**src/rtl/systolic_operand_feeder_pkg.sv**
```systemverilog
// Shared constants and FSM state encoding for the systolic operand feeder.
package systolic_operand_feeder_pkg;
   localparam int unsigned DATA_W = 8;
   localparam int unsigned AXIS_W = 3;
   localparam int unsigned K_MAX  = 2 ** AXIS_W;

   typedef enum logic [1:0] {IDLE, STREAM, DRAIN, DONE} state_t;
endpackage

```
**src/rtl/feeder_operand_buf.sv**
```systemverilog
// K_MAX-deep operand register file: one write port, two combinational read ports.
// Each word packs {A[0][k], A[1][k], B[k][0], B[k][1]}.
module feeder_operand_buf #(
   parameter int unsigned DATA_W = systolic_operand_feeder_pkg::DATA_W,
   parameter int unsigned AXIS_W = systolic_operand_feeder_pkg::AXIS_W,
   parameter int unsigned K_MAX  = systolic_operand_feeder_pkg::K_MAX
) (
   input  logic                clk,
   input  logic                wr_en,
   input  logic [AXIS_W-1:0]   wr_addr,
   input  logic [4*DATA_W-1:0] wr_data,
   input  logic [AXIS_W-1:0]   rd0_addr,
   output logic [4*DATA_W-1:0] rd0_data,
   input  logic [AXIS_W-1:0]   rd1_addr,
   output logic [4*DATA_W-1:0] rd1_data
);
   import systolic_operand_feeder_pkg::*;

   logic [4*DATA_W-1:0] mem [K_MAX];

   always_ff @(posedge clk) begin
      if (wr_en) mem[wr_addr] <= wr_data;
   end

   assign rd0_data = mem[rd0_addr];
   assign rd1_data = mem[rd1_addr];
endmodule

```
**src/rtl/systolic_operand_feeder.sv**
```systemverilog
// Buffers 2xK / Kx2 operands and streams them skewed into a 2x2 systolic array,
// with per-PE clear strobes and a done pulse once all four results are final.
module systolic_operand_feeder #(
   parameter int unsigned DATA_W = systolic_operand_feeder_pkg::DATA_W,
   parameter int unsigned AXIS_W = systolic_operand_feeder_pkg::AXIS_W,
   parameter int unsigned K_MAX  = systolic_operand_feeder_pkg::K_MAX
) (
   input  logic              clk,
   input  logic              reset,
   input  logic              ld_valid,
   output logic              ld_ready,
   input  logic [AXIS_W-1:0] ld_k,
   input  logic [DATA_W-1:0] ld_a0,
   input  logic [DATA_W-1:0] ld_a1,
   input  logic [DATA_W-1:0] ld_b0,
   input  logic [DATA_W-1:0] ld_b1,
   input  logic              start,
   input  logic [AXIS_W-1:0] k_len,
   output logic [DATA_W-1:0] a1,
   output logic [DATA_W-1:0] a2,
   output logic [DATA_W-1:0] b1,
   output logic [DATA_W-1:0] b2,
   output logic              clear1,
   output logic              clear2,
   output logic              clear3,
   output logic              clear4,
   output logic              busy,
   output logic              done
);
   import systolic_operand_feeder_pkg::*;

   localparam int unsigned IW = AXIS_W + 1;
   localparam int unsigned OW = 4 * DATA_W;

   state_t            state, nxt_state;
   logic [IW-1:0]     t, nxt_t, k_cur;
   logic [AXIS_W-1:0] k_len_q, rd0_addr, rd1_addr;
   logic              wr_en;
   logic [OW-1:0]     wr_data, rd0_mem, rd1_mem, rd0, rd1;
   logic [DATA_W-1:0] n_a1, n_a2, n_b1, n_b2;
   logic              n_c1, n_c2, n_c3, n_c4;

   assign wr_en   = ld_valid && (state == IDLE);
   assign wr_data = {ld_a0, ld_a1, ld_b0, ld_b1};
   assign k_cur   = (state == IDLE) ? ({1'b0, k_len} + IW'(1)) : ({1'b0, k_len_q} + IW'(1));

   always_comb begin
      nxt_state = state;
      nxt_t     = t;
      case (state)
         IDLE:   if (start) begin nxt_state = STREAM; nxt_t = '0; end
         STREAM: begin
            nxt_t = t + IW'(1);
            if (t == k_cur) nxt_state = DRAIN;
         end
         DRAIN:  begin nxt_t = t + IW'(1); nxt_state = DONE; end
         DONE:   begin nxt_t = '0; nxt_state = IDLE; end
         default: begin nxt_t = '0; nxt_state = IDLE; end
      endcase
   end

   assign rd0_addr = nxt_t[AXIS_W-1:0];
   assign rd1_addr = rd0_addr - AXIS_W'(1);

   feeder_operand_buf #(.DATA_W(DATA_W), .AXIS_W(AXIS_W), .K_MAX(K_MAX)) u_buf (
      .clk      (clk),
      .wr_en    (wr_en),
      .wr_addr  (ld_k),
      .wr_data  (wr_data),
      .rd0_addr (rd0_addr),
      .rd0_data (rd0_mem),
      .rd1_addr (rd1_addr),
      .rd1_data (rd1_mem)
   );

   // Outputs are registered from next-state values, so a beat written on the start
   // cycle must be forwarded past the buffer to appear at t=0.
   assign rd0 = (wr_en && (ld_k == rd0_addr)) ? wr_data : rd0_mem;
   assign rd1 = (wr_en && (ld_k == rd1_addr)) ? wr_data : rd1_mem;

   always_comb begin
      n_a1 = '0;
      n_b1 = '0;
      n_a2 = '0;
      n_b2 = '0;
      n_c1 = 1'b0;
      n_c2 = 1'b0;
      n_c3 = 1'b0;
      n_c4 = 1'b0;
      if (nxt_state == STREAM) begin
         if (nxt_t < k_cur) begin
            n_a1 = rd0[OW-1 -: DATA_W];
            n_b1 = rd0[2*DATA_W-1 -: DATA_W];
         end
         if (nxt_t != '0) begin
            n_a2 = rd1[3*DATA_W-1 -: DATA_W];
            n_b2 = rd1[DATA_W-1:0];
         end
         n_c1 = (nxt_t == IW'(0));
         n_c2 = (nxt_t == IW'(1));
         n_c3 = (nxt_t == IW'(1));
      end
      if (nxt_state == STREAM || nxt_state == DRAIN) n_c4 = (nxt_t == IW'(2));
   end

   always_ff @(posedge clk) begin
      if (reset) begin
         state    <= IDLE;
         t        <= '0;
         a1       <= '0;
         a2       <= '0;
         b1       <= '0;
         b2       <= '0;
         clear1   <= 1'b0;
         clear2   <= 1'b0;
         clear3   <= 1'b0;
         clear4   <= 1'b0;
         busy     <= 1'b0;
         done     <= 1'b0;
         ld_ready <= 1'b1;
      end else begin
         state    <= nxt_state;
         t        <= nxt_t;
         if (state == IDLE && start) k_len_q <= k_len;
         a1       <= n_a1;
         a2       <= n_a2;
         b1       <= n_b1;
         b2       <= n_b2;
         clear1   <= n_c1;
         clear2   <= n_c2;
         clear3   <= n_c3;
         clear4   <= n_c4;
         busy     <= (nxt_state == STREAM) || (nxt_state == DRAIN);
         done     <= (nxt_state == DONE);
         ld_ready <= (nxt_state == IDLE);
      end
   end
endmodule
```
**config.mk**
```make
export PLATFORM = sky130hd
export DESIGN_NAME = systolic_operand_feeder
export DESIGN_NICKNAME = d
export VERILOG_FILES = /design/src/rtl/systolic_operand_feeder_pkg.sv /design/src/rtl/feeder_operand_buf.sv /design/src/rtl/systolic_operand_feeder.sv
export SDC_FILE = /design/constraint.sdc
export NUM_CORES = 1
export LEC_CHECK = 0
export CORE_UTILIZATION = 55
export DETAILED_ROUTE_END_ITERATION = 12
export GPL_TIMING_DRIVEN = 0
export PLACE_DENSITY = 0.81
export SLEW_MARGIN = 30
export SYNTH_ARGS = -nofsm -noshare
export SYNTH_HDL_FRONTEND = slang
export SYNTH_SLANG_ARGS = --single-unit
```
**constraint.sdc**
```tcl
create_clock -name clk -period 6.15 [get_ports clk]
set_input_delay 1.845 -clock clk [delete_from_list [all_inputs] [get_ports clk]]
set_output_delay 1.845 -clock clk [all_outputs]
set_load 0.05 [all_outputs]
```
==> metrics.txt <==
Ys Warns=0; port bufs=80; share of cells above drive strength 1=14.0%; GRT overflow=0; Max stage delay cell, worst path=buf_1; first-pass GRT wire length=39300 um; RSZ-0062 raised after global routing=no; Synth Instances=756; Max transition margin=43.5%; Hold Buf Count CTS=0; gpl congestion=0.795; core area=0.0204 mm2; Cell Area, Synth=0.0116 mm2; routed via count=6829; Bufs on Longest Clock Path=3; initial core utilization=56.6%; Worst Hold Launch=state[0]; total CTS buffers=30; critical-path cell list=clkdlybuf4s50_1 -> nand3b_1 -> o21a_1 -> clkbuf_1 -> buf_1 -> ha_1 -> clkbuf_1 -> clkbuf_1 -> mux4_2 -> nand2_1 -> a21oi_1; post-detail-place hpwl=16200 um; synthesis-stage register bit count=303; Area Growth Syn to Fin=22.2%; Critical Path End Type=flip-flop; CP Data Arrival Time=5.71 ns; Pwr per Cell Area=358 mW/mm2; EDFF count, synth=259; RR Startpoint=state[1]; Total Nets Final=941; die area=0.0216 mm2; Num Clock Sinks=303; Crit path required time=6.54 ns; Hold WC Path Type=flip-flop to flip-flop; Final Hold Viols=0; Worst Hold Depth=3; register area share after synthesis=74.8%; Worst Skew=0.00879 ns; vias per cell=5.79; Largest delay share family, worst path=buffers and inverters; H-tree depth=1; Final ANT Viol Nets=0; Leak=0.00486 uW; Async SR Flop Fraction=0%; WP buf/inv=5; clock transition at the registers of the reported paths=0.06 ns; dpl cell area=0.0130 mm2; # IOs=81; CTS tree=yes; drt first-iter violations=674; hold slack=0.638 ns; Finish-stage setup viols=0; r2r worst-path depth=18; Synth Area per Inst=15.3 um2; Hold Crit Endpoint=state[0]; GRT Total Usage=24.5%; # Post-CTS Setup Buffers=0; maximum vdd drop=269 uV; Top FF cell, synth=edfxtp_1; Ant. Diodes=0; reg2reg end=b1[0]; drt drc=0; synth unique cells=45; post-cts sizing count=0; Finished Cell Area=0.0141 mm2; most common cell after layout, fill and taps aside=edfxtp_1; initial antenna violation count=0; clock latency on the worst-skew pair=0.54 ns; CP max stage delay=0.66 ns; Final period util=86.6%; WS Path Type=input port to flip-flop; Reg2Reg Setup Slack=1.87 ns; commonest non-fill, non-tap cells in the layout=259 x edfxtp_1, 172 x nand2_1, 80 x clkdlybuf4s50_1, 47 x a21oi_1, 44 x dfxtp_1; Final Util=69.2%; die width=147 um; final WL=25800 um; Worst Path Max Fanout=12; Initial DRT Pass Iterations=5; number of max-cap violations=0; Final Max Slew Viols=0; Overall Power=5060 uW; FMAX=188 MHz; setup_tns=0 ns; status=complete, no violations; Tmin final=5.33 ns; vias in the first global route=6934; largest net degree at the start of global routing=19; CP Launch Type=input port; Avg WL per Cell=21.9 um; FP Rows=52; Least-Margin Pin Slew=0.847 ns; die height=147 um; Synth Net Count=812; Clock Root Buffer=clkbuf_16; CP most frequent cell=clkbuf_1
==> worst max-delay path by stage <==
stage | from | endpoint | cells after the start
2_1_floorplan | ld_valid | u_buf.mem[0][0] | 3
4_1_cts | start | a2[6] | 11
3_5_place_dp | start | a2[6] | 11
3_3_place_gp | ld_valid | u_buf.mem[0][30] | 4
6_report | start | b2[4] | 11
5_1_grt | start | b2[1] | 11
==> where the power goes <==
group | internal, uW | switching [uW] | total, uW
Combinational | 268 | 466 | 733
Sequential | 2320 | 21.8 | 2340
Clock | 1240 | 742 | 1980
==> stage by stage <==
stage	cells	worst slack, ns
finish	1179	0.825
global route	1179	0.592
CTS	1179	0.841
detailed placement	1123	0.312
global placement	1106	-1.07
floorplan	756	1.28
==> cells in the mapped netlist (2+ instances only) <==
cell       count  area (um2)
nor4_1         3        18.8
o21a_1         2        15.0
o2bb2ai_1     15         131
a21oi_1       47         235
ha_1          14         175
and3_1         4        25.0
xor2_1         3        26.3
nand3_1       34         170
inv_1          6        22.5
nor3_1         2        10.0
xnor2_2        2        32.5
clkbuf_1      22        82.6
buf_4          4        30.0
buf_1          4        15.0
a31oi_1        2        12.5
dfxtp_1       44         881
or2_2          2        12.5
xnor2_1        7        61.3
nand3b_1       2        15.0
nor2b_1        5        31.3
o21ai_0        5        25.0
nor2_1        17        63.8
nand2_1      172         646
nand2b_1       5        31.3
o311ai_1       2        17.5
mux2i_1        3        30.0
nor2_2         2        12.5
buf_2          8        40.0
o311ai_0      15         131
edfxtp_1     259        7780
mux4_2        30         676
==> logic make-up (layout without fill, tap and decap cells) <==
family	count (synthesis)	in the layout	synth area share [%]
AO/OA/AOI/OAI	94	94	5.38
XOR/XNOR	12	12	1.04
adder cells (fa/ha/maj)	14	14	1.51
buffers and inverters	45	198	1.68
flip-flops	303	303	74.8
multiplexers	34	34	6.20
AND/OR/NAND/NOR	254	254	9.37
==> layer usage <==
layer	vias up	share of wire (%)	GRT usage, %
met5	-	0	0
met4	0	2.7	9.85
met3	50	7.7	3.60
met2	345	51	42.1
met1	3342	38	31.6
li1	3092	-	-
==> flip-flops by register name, summed over array words and instances, names as in the netlist <==
signal and cells:
clear4 1, u_buf.mem 256, clear3 1, b2 8
k_len_q 3, a1 8, clear1 1, busy 1
b1 8, state 2, t 4, a2 8
ld_ready 1, done 1
==> worst min-delay path: stages, from the launching register on <==
cell	delay [ns]
dfxtp_1	0.33
nand2_1	0.07
o21a_1	0.14
nor2_1	0.05
==> area by class of cell <==
class,count,area (um2)
fillers,1311,6290
inverters,7,26.3
flip-flops and latches,303,8660
plain buffers,38,168
well taps,270,338
repair buffers,97,1070
clock inverters,16,269
clock buffers,40,830
multi-input cells,408,2780
No activity file was read; power rests on OpenSTA's default activity.
